`src/rtl/dmux_router.sv`:
```
// Valid/ready demultiplexer. Each accepted word goes to one output channel (or to all
// of them on broadcast). Each channel has a single-entry register. Out-of-range selects are dropped and flagged.
module dmux_router #(
   parameter int unsigned WIDTH = 16,
   parameter int unsigned NCH   = 4,
   parameter int unsigned SEL_W = 2
) (
   input  logic                 clk,
   input  logic                 rst,
   input  logic [WIDTH-1:0]     in_data,
   input  logic [SEL_W-1:0]     in_sel,
   input  logic                 in_bcast,
   input  logic                 in_valid,
   output logic                 in_ready,
   output logic [NCH*WIDTH-1:0] out_data,
   output logic [NCH-1:0]       out_valid,
   input  logic [NCH-1:0]       out_ready,
   output logic                 err_sel
);
   localparam int unsigned NSEL = 1 << SEL_W;

   typedef enum logic {EMPTY = 1'b0, FULL = 1'b1} ch_state_t;

   // Per-select legality table; avoids a constant compare when NCH == 2**SEL_W.
   function automatic logic [NSEL-1:0] sel_ok_mask();
      logic [NSEL-1:0] m;
      m = '0;
      for (int unsigned i = 0; i < NSEL; i++) m[i] = (i < NCH);
      return m;
   endfunction

   localparam logic [NSEL-1:0] SEL_OK = sel_ok_mask();

   ch_state_t        state_q [NCH];
   ch_state_t        state_d [NCH];
   logic [WIDTH-1:0] data_q  [NCH];
   logic [WIDTH-1:0] data_d  [NCH];
   logic [NSEL-1:0]  can_load;
   logic [NCH-1:0]   load;
   logic             sel_ok;
   logic             accept;
   logic             err_d;

   // Next-state, handshake and per-channel load decode.
   always_comb begin
      can_load = '0;
      load     = '0;
      in_ready = 1'b0;
      accept   = 1'b0;
      err_d    = 1'b0;
      sel_ok   = SEL_OK[in_sel];
      for (int unsigned k = 0; k < NCH; k++) begin
         state_d[k]  = state_q[k];
         data_d[k]   = data_q[k];
         can_load[k] = (state_q[k] == EMPTY) | out_ready[k];
      end

      if (in_bcast)    in_ready = &can_load[NCH-1:0];
      else if (sel_ok) in_ready = can_load[in_sel];
      else             in_ready = 1'b1;

      accept = in_valid & in_ready;
      err_d  = accept & ~in_bcast & ~sel_ok;

      for (int unsigned k = 0; k < NCH; k++) begin
         load[k] = accept & (in_bcast | (sel_ok & (in_sel == SEL_W'(k))));
         if (load[k]) begin
            state_d[k] = FULL;
            data_d[k]  = in_data;
         end else if (out_ready[k]) begin
            state_d[k] = EMPTY;
         end
      end
   end

   // Reset overrides any transfer in the same cycle.
   always_ff @(posedge clk) begin
      if (rst) begin
         for (int unsigned k = 0; k < NCH; k++) begin
            state_q[k] <= EMPTY;
            data_q[k]  <= '0;
         end
         err_sel <= 1'b0;
      end else begin
         for (int unsigned k = 0; k < NCH; k++) begin
            state_q[k] <= state_d[k];
            data_q[k]  <= data_d[k];
         end
         err_sel <= err_d;
      end
   end

   always_comb begin
      out_valid = '0;
      out_data  = '0;
      for (int unsigned k = 0; k < NCH; k++) begin
         out_valid[k]                = (state_q[k] == FULL);
         out_data[k*WIDTH +: WIDTH]  = data_q[k];
      end
   end
endmodule

```
`config.mk`:
```
export PLATFORM = sky130hd
export DESIGN_NAME = dmux_router
export DESIGN_NICKNAME = d
export VERILOG_FILES = /design/src/rtl/dmux_router.sv
export SDC_FILE = /design/constraint.sdc
export NUM_CORES = 1
export LEC_CHECK = 0
export CORE_ASPECT_RATIO = 1.5
export CORE_MARGIN = 4
export CORE_UTILIZATION = 50
export DETAILED_ROUTE_END_ITERATION = 8
export GPL_TIMING_DRIVEN = 0
export PLACE_DENSITY_LB_ADDON = 0.12
export SKIP_LAST_GASP = 1
export SYNTH_ARGS = -nofsm -noshare
export SYNTH_HDL_FRONTEND = slang
export SYNTH_SLANG_ARGS = --single-unit
```
`constraint.sdc`:
```
create_clock -name clk -period 3.5 [get_ports clk]
set_input_delay 1.05 -clock clk [delete_from_list [all_inputs] [get_ports clk]]
set_output_delay 1.05 -clock clk [all_outputs]
set_load 0.05 [all_outputs]
```
==> results of run 1 <==
[repair_timing]
item / 4_1_cts / 5_1_grt
setup buffers: 1 / 0
hold endpoints to repair: 0 / 0
endpoints found under the setup margin: 1 / 1
hold buffers: 0 / 0
resized for setup: 10 / 3
pin swaps: 1 / 1
gates cloned: 0 / 0
[cell usage in the layout (no fill, tap or decap), drive strengths merged]
cell type       n
o211ai          1
dfxtp          68
clkinvlp        1
nand2b         69
and2            1
and3            1
buf            16
clkbuf         22
clkdlybuf4s50  89
nor2b           1
dlygate4sd2     2
a21oi           5
a221oi          1
nand2           2
nor4bb          1
o21bai          1
o21ai           1
conb            1
and2b           4
mux2i          64
o221a           2
o221ai          3
bufinv          2
or2b           16
and4            1
[cell type report]
class / instances / area (sq um) / area share
Buffer: 23 / 173 / 0.0405
Clock buffer: 13 / 169 / 0.0397
Clock inverter: 3 / 67.6 / 0.0159
Multi-Input combinational cell: 175 / 1470 / 0.345
Sequential cell: 68 / 1360 / 0.320
Tap cell: 72 / 90.1 / 0.0212
Timing Repair Buffer: 93 / 931 / 0.219
[worst paths after layout]
path / slack, ns / cells after the start / startpoint / endpoint
worst min-delay path: 0.48 / 2 / data_q[1][6] / data_q[1][6]
worst max-delay path: 0.05 / 5 / out_ready[0] / in_ready
worst max register to register: 1.72 / 7 / state_q[0] / data_q[1][8]
worst min register to register: 0.48 / 2 / data_q[1][6] / data_q[1][6]
[critical path, stage by stage]
cell,delay (ns)
clkdlybuf4s50_1,0.46
and2b_2,0.24
a221oi_4,0.28
and3_4,0.23
buf_8,0.14
[logic make-up (layout without fill, tap and decap cells)]
family | Yosys count | count (layout) | synth area share
AND/OR/NAND/NOR | 96 | 96 | 0.220
AO/OA/AOI/OAI | 14 | 14 | 0.0495
flip-flops | 68 | 68 | 0.456
buffers and inverters | 23 | 132 | 0.0579
other | 1 | 1 | 0.00126
multiplexers | 64 | 64 | 0.215
[flip-flops by register name (all words and copies together), names as in the netlist]
register,count
state_q,4
data_q,64
[power groups by stage]
stage / sequential, mW / combinational, mW / clock (mW)
3_5_place_dp: 0.895 / 0.647 / 0
3_3_place_gp: 0.893 / 0.640 / 0
5_1_grt: 0.887 / 0.680 / 0.786
6_report: 0.879 / 0.648 / 0.746
2_1_floorplan: 1.10 / 0.228 / 0
4_1_cts: 0.879 / 0.650 / 0.760
[routing by layer]
metal	global-route usage	vias to the layer above	wire length (um)
met3	0.0634	7	392
met4	0.0738	0	91
met5	0	-	0
met1	0.227	1063	2880
li1	-	1092	-
met2	0.382	69	3850
==> metrics.cfg, run 1 <==
[route]
dr.pass1.iters=4
drtIter0Drc=72
antenna_left=0
wl_per_cell_um=16.1
viasPerCell=4.99
vias=2231
wl_um=7210
drc=0

[cts]
cts_max_path_buffers=2
cts-root-buf=clkbuf_8
clkLatencyLatePin_ns=0.34
clk_pin_slew_ns=0.07
clock_sink_count=68
numCtsBuffers=9
cts_max_level=3
cts_tree=done

[worst_setup_path]
worstSetupPathType=input pin to output pin
cp-end-kind=output pin
cp-start-kind=input pin
worst-path-max-fanout=2
cp.required_ns=2.45
crit_arrival_ns=2.40

[placed_design]
port_buffers=92
postPlaceCellArea_sq_um=3990
dp_cells=430
place_hpwl_um=5290
dp_slack_ns=-0.861
gp_congestion=0.858

[layout]
drive_gt1_frac=0.165
diodes=0
area_growth_pct=42.8
fin_area_sq_um=4260
fin_cells=447
nNetsFinal=396
fin_util=0.736
nFillCells=464

[timing]
finalHoldViolCount=0
tns_ns=0
finalSetupViolations=0
setup_slack_ns=0.0505
fin_skew_ns=0.00783
timing.final.max_slew_violations=0
max_slew_margin=0.617
fin_crit_ns=3.45
timing.hold.ws_ns=0.476
rsz0062_at_grt=false
fmaxAchievable_ghz=0.290
worstMarginPinSlew_ns=0.575
period_share=0.986

[die]
start_util=0.516
ios=96
num_rows=34
core_area_sq_um=5790
die_w_um=71.1
die_y_um=103
die_area_sq_um=7290

[min_path]
hold_path.class=flop to flop

[global_routing]
antenna_found_initial=0
grt_pass1_vias=2484
grt_pass1_wl_um=11800
grt_usage=0.209
overflow=0
grt_max_degree=12

[power]
worst_ir_drop_vdd_mv=0.353
p_clk_frac=0.328
p_sw_frac=0.314
intPower_mw=1.56
seqPwrFrac=0.387
p_per_area_nw_per_um2=534
combPwrFrac=0.285
leakagePower_nw=1.79
finalPower_mw=2.27
switching_power_mw=0.713

[yosys]
netlist_instances=266
synth-async-reset-ratio=0
avgSynthCellArea_sq_um=11.2
synth_edf_count=0
yosys_warnings=0
yosysUniqueCellTypes=25
synthTopCellsByCount=nand2b_1 (69), dfxtp_1 (68), mux2i_1 (64)
synth_top_area_share=0.456
synth_seq_cells=68
ys_top_cells_by_area=dfxtp_1 (46%), mux2i_1 (21%), nand2b_1 (14%)
synth_most_common_cell=nand2b_1
synth_top_area_cell=dfxtp_1
syn-cell-area_sq_um=2980
syn_nets=292
seq_area_frac_synth=0.456
synth-main-ff-cell=dfxtp_1

[run_status]
status=completed

[run]
maxCapViolations=0

No activity file was read; power rests on OpenSTA's default activity.
==> inputs of run 2 (changes only) <==
SETUP_SLACK_MARGIN = 0.15   (was not set)
==> metrics.cfg, run 2 (same netlist as run 1, synthesis figures left out) <==
[run]
maxCapViolations=0  ; unchanged

[worst_setup_path]
cp-end-kind=output pin  ; unchanged
path_cells=dlygate4sd2_1 > and2_2 > a221oi_4 > and3_4 > buf_8  ; was clkdlybuf4s50_1 > and2b_2 > a221oi_4 > and3_4 > buf_8
critPathSlowestCell=dlygate4sd2_1  ; was clkdlybuf4s50_1
critical_path.top_delay_family=simple AND/OR/NAND/NOR gates  ; was buffers and inverters
worstSetupPathType=input pin to output pin  ; unchanged
r2r_cells=7  ; unchanged
crit_buf_inv=2  ; unchanged
crit_arrival_ns=2.21  ; was 2.40 ns
path_depth=5  ; unchanged
cp-start-kind=input pin  ; unchanged
critical-path-max-stage-delay_ns=0.30  ; was 0.46 ns
worst-path-max-fanout=5  ; was 2
reg2reg_slack_ns=1.72  ; about the same
cp.required_ns=2.45  ; about the same

[die]
num_rows=34  ; unchanged
start_util=0.516  ; unchanged
core_area_sq_um=5790  ; unchanged
die_w_um=71.1  ; unchanged
ios=96  ; unchanged
die_area_sq_um=7290  ; unchanged
die_y_um=103  ; unchanged

[timing]
fin_crit_ns=3.26  ; was 3.45 ns
finalHoldViolCount=0  ; unchanged
max_slew_margin=0.616  ; was 0.617
period_share=0.932  ; was 0.986
finalSetupViolations=0  ; unchanged
worstMarginPinSlew_ns=0.576  ; was 0.575 ns
tns_ns=0  ; unchanged
rsz0062_at_grt=false  ; unchanged
fmaxAchievable_ghz=0.306  ; was 0.290 GHz
fin_skew_ns=0.00804  ; was 0.00783 ns
timing.final.max_slew_violations=0  ; unchanged

[min_path]
hold_path.class=flop to flop  ; unchanged
whs_path_depth=2  ; unchanged

[layout]
largest_register=data_q  ; unchanged
fin_area_sq_um=4260  ; about the same
area_growth_pct=42.9  ; was 42.8%
reg_top3=data_q: 64 flops, state_q: 4 flops  ; unchanged
layout_common_cells=clkdlybuf4s50_1 (86), nand2b_1 (68), dfxtp_1 (68)  ; was clkdlybuf4s50_1 (89), nand2b_1 (69), dfxtp_1 (68)
diodes=0  ; unchanged
drive_gt1_frac=0.171  ; was 0.165
nNetsFinal=396  ; unchanged
fin_cells=447  ; unchanged
nFillCells=467  ; was 464
fin_util=0.737  ; was 0.736
largest_reg_flops=64  ; unchanged
final_common_cell=clkdlybuf4s50_1  ; unchanged

[cts]
clock_sink_count=68  ; unchanged
cts-root-buf=clkbuf_8  ; unchanged
numCtsBuffers=9  ; unchanged
clk_pin_slew_ns=0.07  ; about the same
holdBufCountCts=0  ; unchanged
cts_max_level=3  ; unchanged
cts_tree=done  ; unchanged
cts_max_path_buffers=2  ; unchanged
clkLatencyLatePin_ns=0.34  ; about the same

[global_routing]
use_met2=0.383  ; was 0.382
overflow=0  ; unchanged
use_met1=0.228  ; was 0.227
grt_pass1_wl_um=11800  ; about the same
grt_usage=0.209  ; unchanged
top_usage_layer=met2  ; unchanged
grt_max_degree=12  ; unchanged
antenna_found_initial=0  ; unchanged
grt.met3_usage=0.0624  ; was 0.0634
grt_pass1_vias=2475  ; was 2484

[run_status]
status=completed  ; unchanged

[route]
drc=0  ; unchanged
viasPerCell=4.98  ; was 4.99
antenna_left=0  ; unchanged
wl_um=7210  ; about the same
vias=2228  ; was 2231
wl_per_cell_um=16.1  ; about the same
drtIter0Drc=83  ; was 72
dr.pass1.iters=6  ; was 4

[placed_design]
gp_congestion=0.858  ; unchanged
place_hpwl_um=5290  ; unchanged
port_buffers=92  ; unchanged
dp_cells=430  ; unchanged
postPlaceCellArea_sq_um=3990  ; unchanged

[power]
intPower_mw=1.56  ; about the same
seqPwrFrac=0.387  ; about the same
p_clk_frac=0.328  ; about the same
leakagePower_nw=1.81  ; was 1.79 nW
switching_power_mw=0.714  ; was 0.713 mW
p_per_area_nw_per_um2=533  ; was 534 nW/um^2
p_sw_frac=0.314  ; about the same
worst_ir_drop_vdd_mv=0.353  ; about the same
combPwrFrac=0.285  ; about the same

==> run 2: layer usage <==
layer / part of all wire / vias up
li1: - / 1093
met1: 0.40 / 1057
met2: 0.53 / 69
met3: 0.055 / 9
met4: 0.015 / 0
met5: 0 / -
==> run 2: path summary, 6_finish.rpt <==
path,startpoint,to
setup reg to reg,state_q[0],data_q[1][8]
setup / recovery,in_sel[1],in_ready
hold / removal,data_q[1][6],data_q[1][6]
hold reg to reg,data_q[1][6],data_q[1][6]
==> run 2: final cells by class <==
type	count	area, sq um	area share
buffer	23	173	0.0405
timing repair buffer	93	927	0.217
sequential	68	1360	0.319
multi-input combinational	175	1480	0.346
clock inverter	3	67.6	0.0158
tap	72	90.1	0.0211
clock buffer	13	169	0.0396
==> run 2: through the flow <==
stage / hold slack (ns) / worst slack (ns) / total power, mW
6_report: 0.476 / 0.237 / 2.27
5_1_grt: 0.501 / 0.183 / 2.35
4_1_cts: 0.479 / 0.211 / 2.29
3_5_place_dp: 0.465 / -0.861 / 1.54
3_3_place_gp: 0.458 / -0.819 / 1.53
2_1_floorplan: 0.455 / 0.319 / 1.33
==> run 2: repair_timing <==
action,4_1_cts,5_1_grt
setup endpoints to repair,1,1
buffers inserted,1,0
gates cloned,0,0
gates resized for setup,15,4
pin swaps,2,1
==> run 2: power by group through the flow <==
stage | Sequential, mW | Clock, mW | Combinational, mW
global placement | 0.893 | 0 | 0.640
CTS | 0.879 | 0.760 | 0.653
detailed placement | 0.895 | 0 | 0.647
global route | 0.887 | 0.786 | 0.679
floorplan | 1.10 | 0 | 0.228
finish | 0.879 | 0.747 | 0.647
==> run 2: worst reg2reg max path, stage by stage, from the launching register on <==
cell and delay (ns):
dfxtp_1 0.32, and2b_2 0.22, a221oi_4 0.28, buf_4 0.20, o221a_2 0.19, buf_6 0.12
buf_6 0.18, mux2i_1 0.21
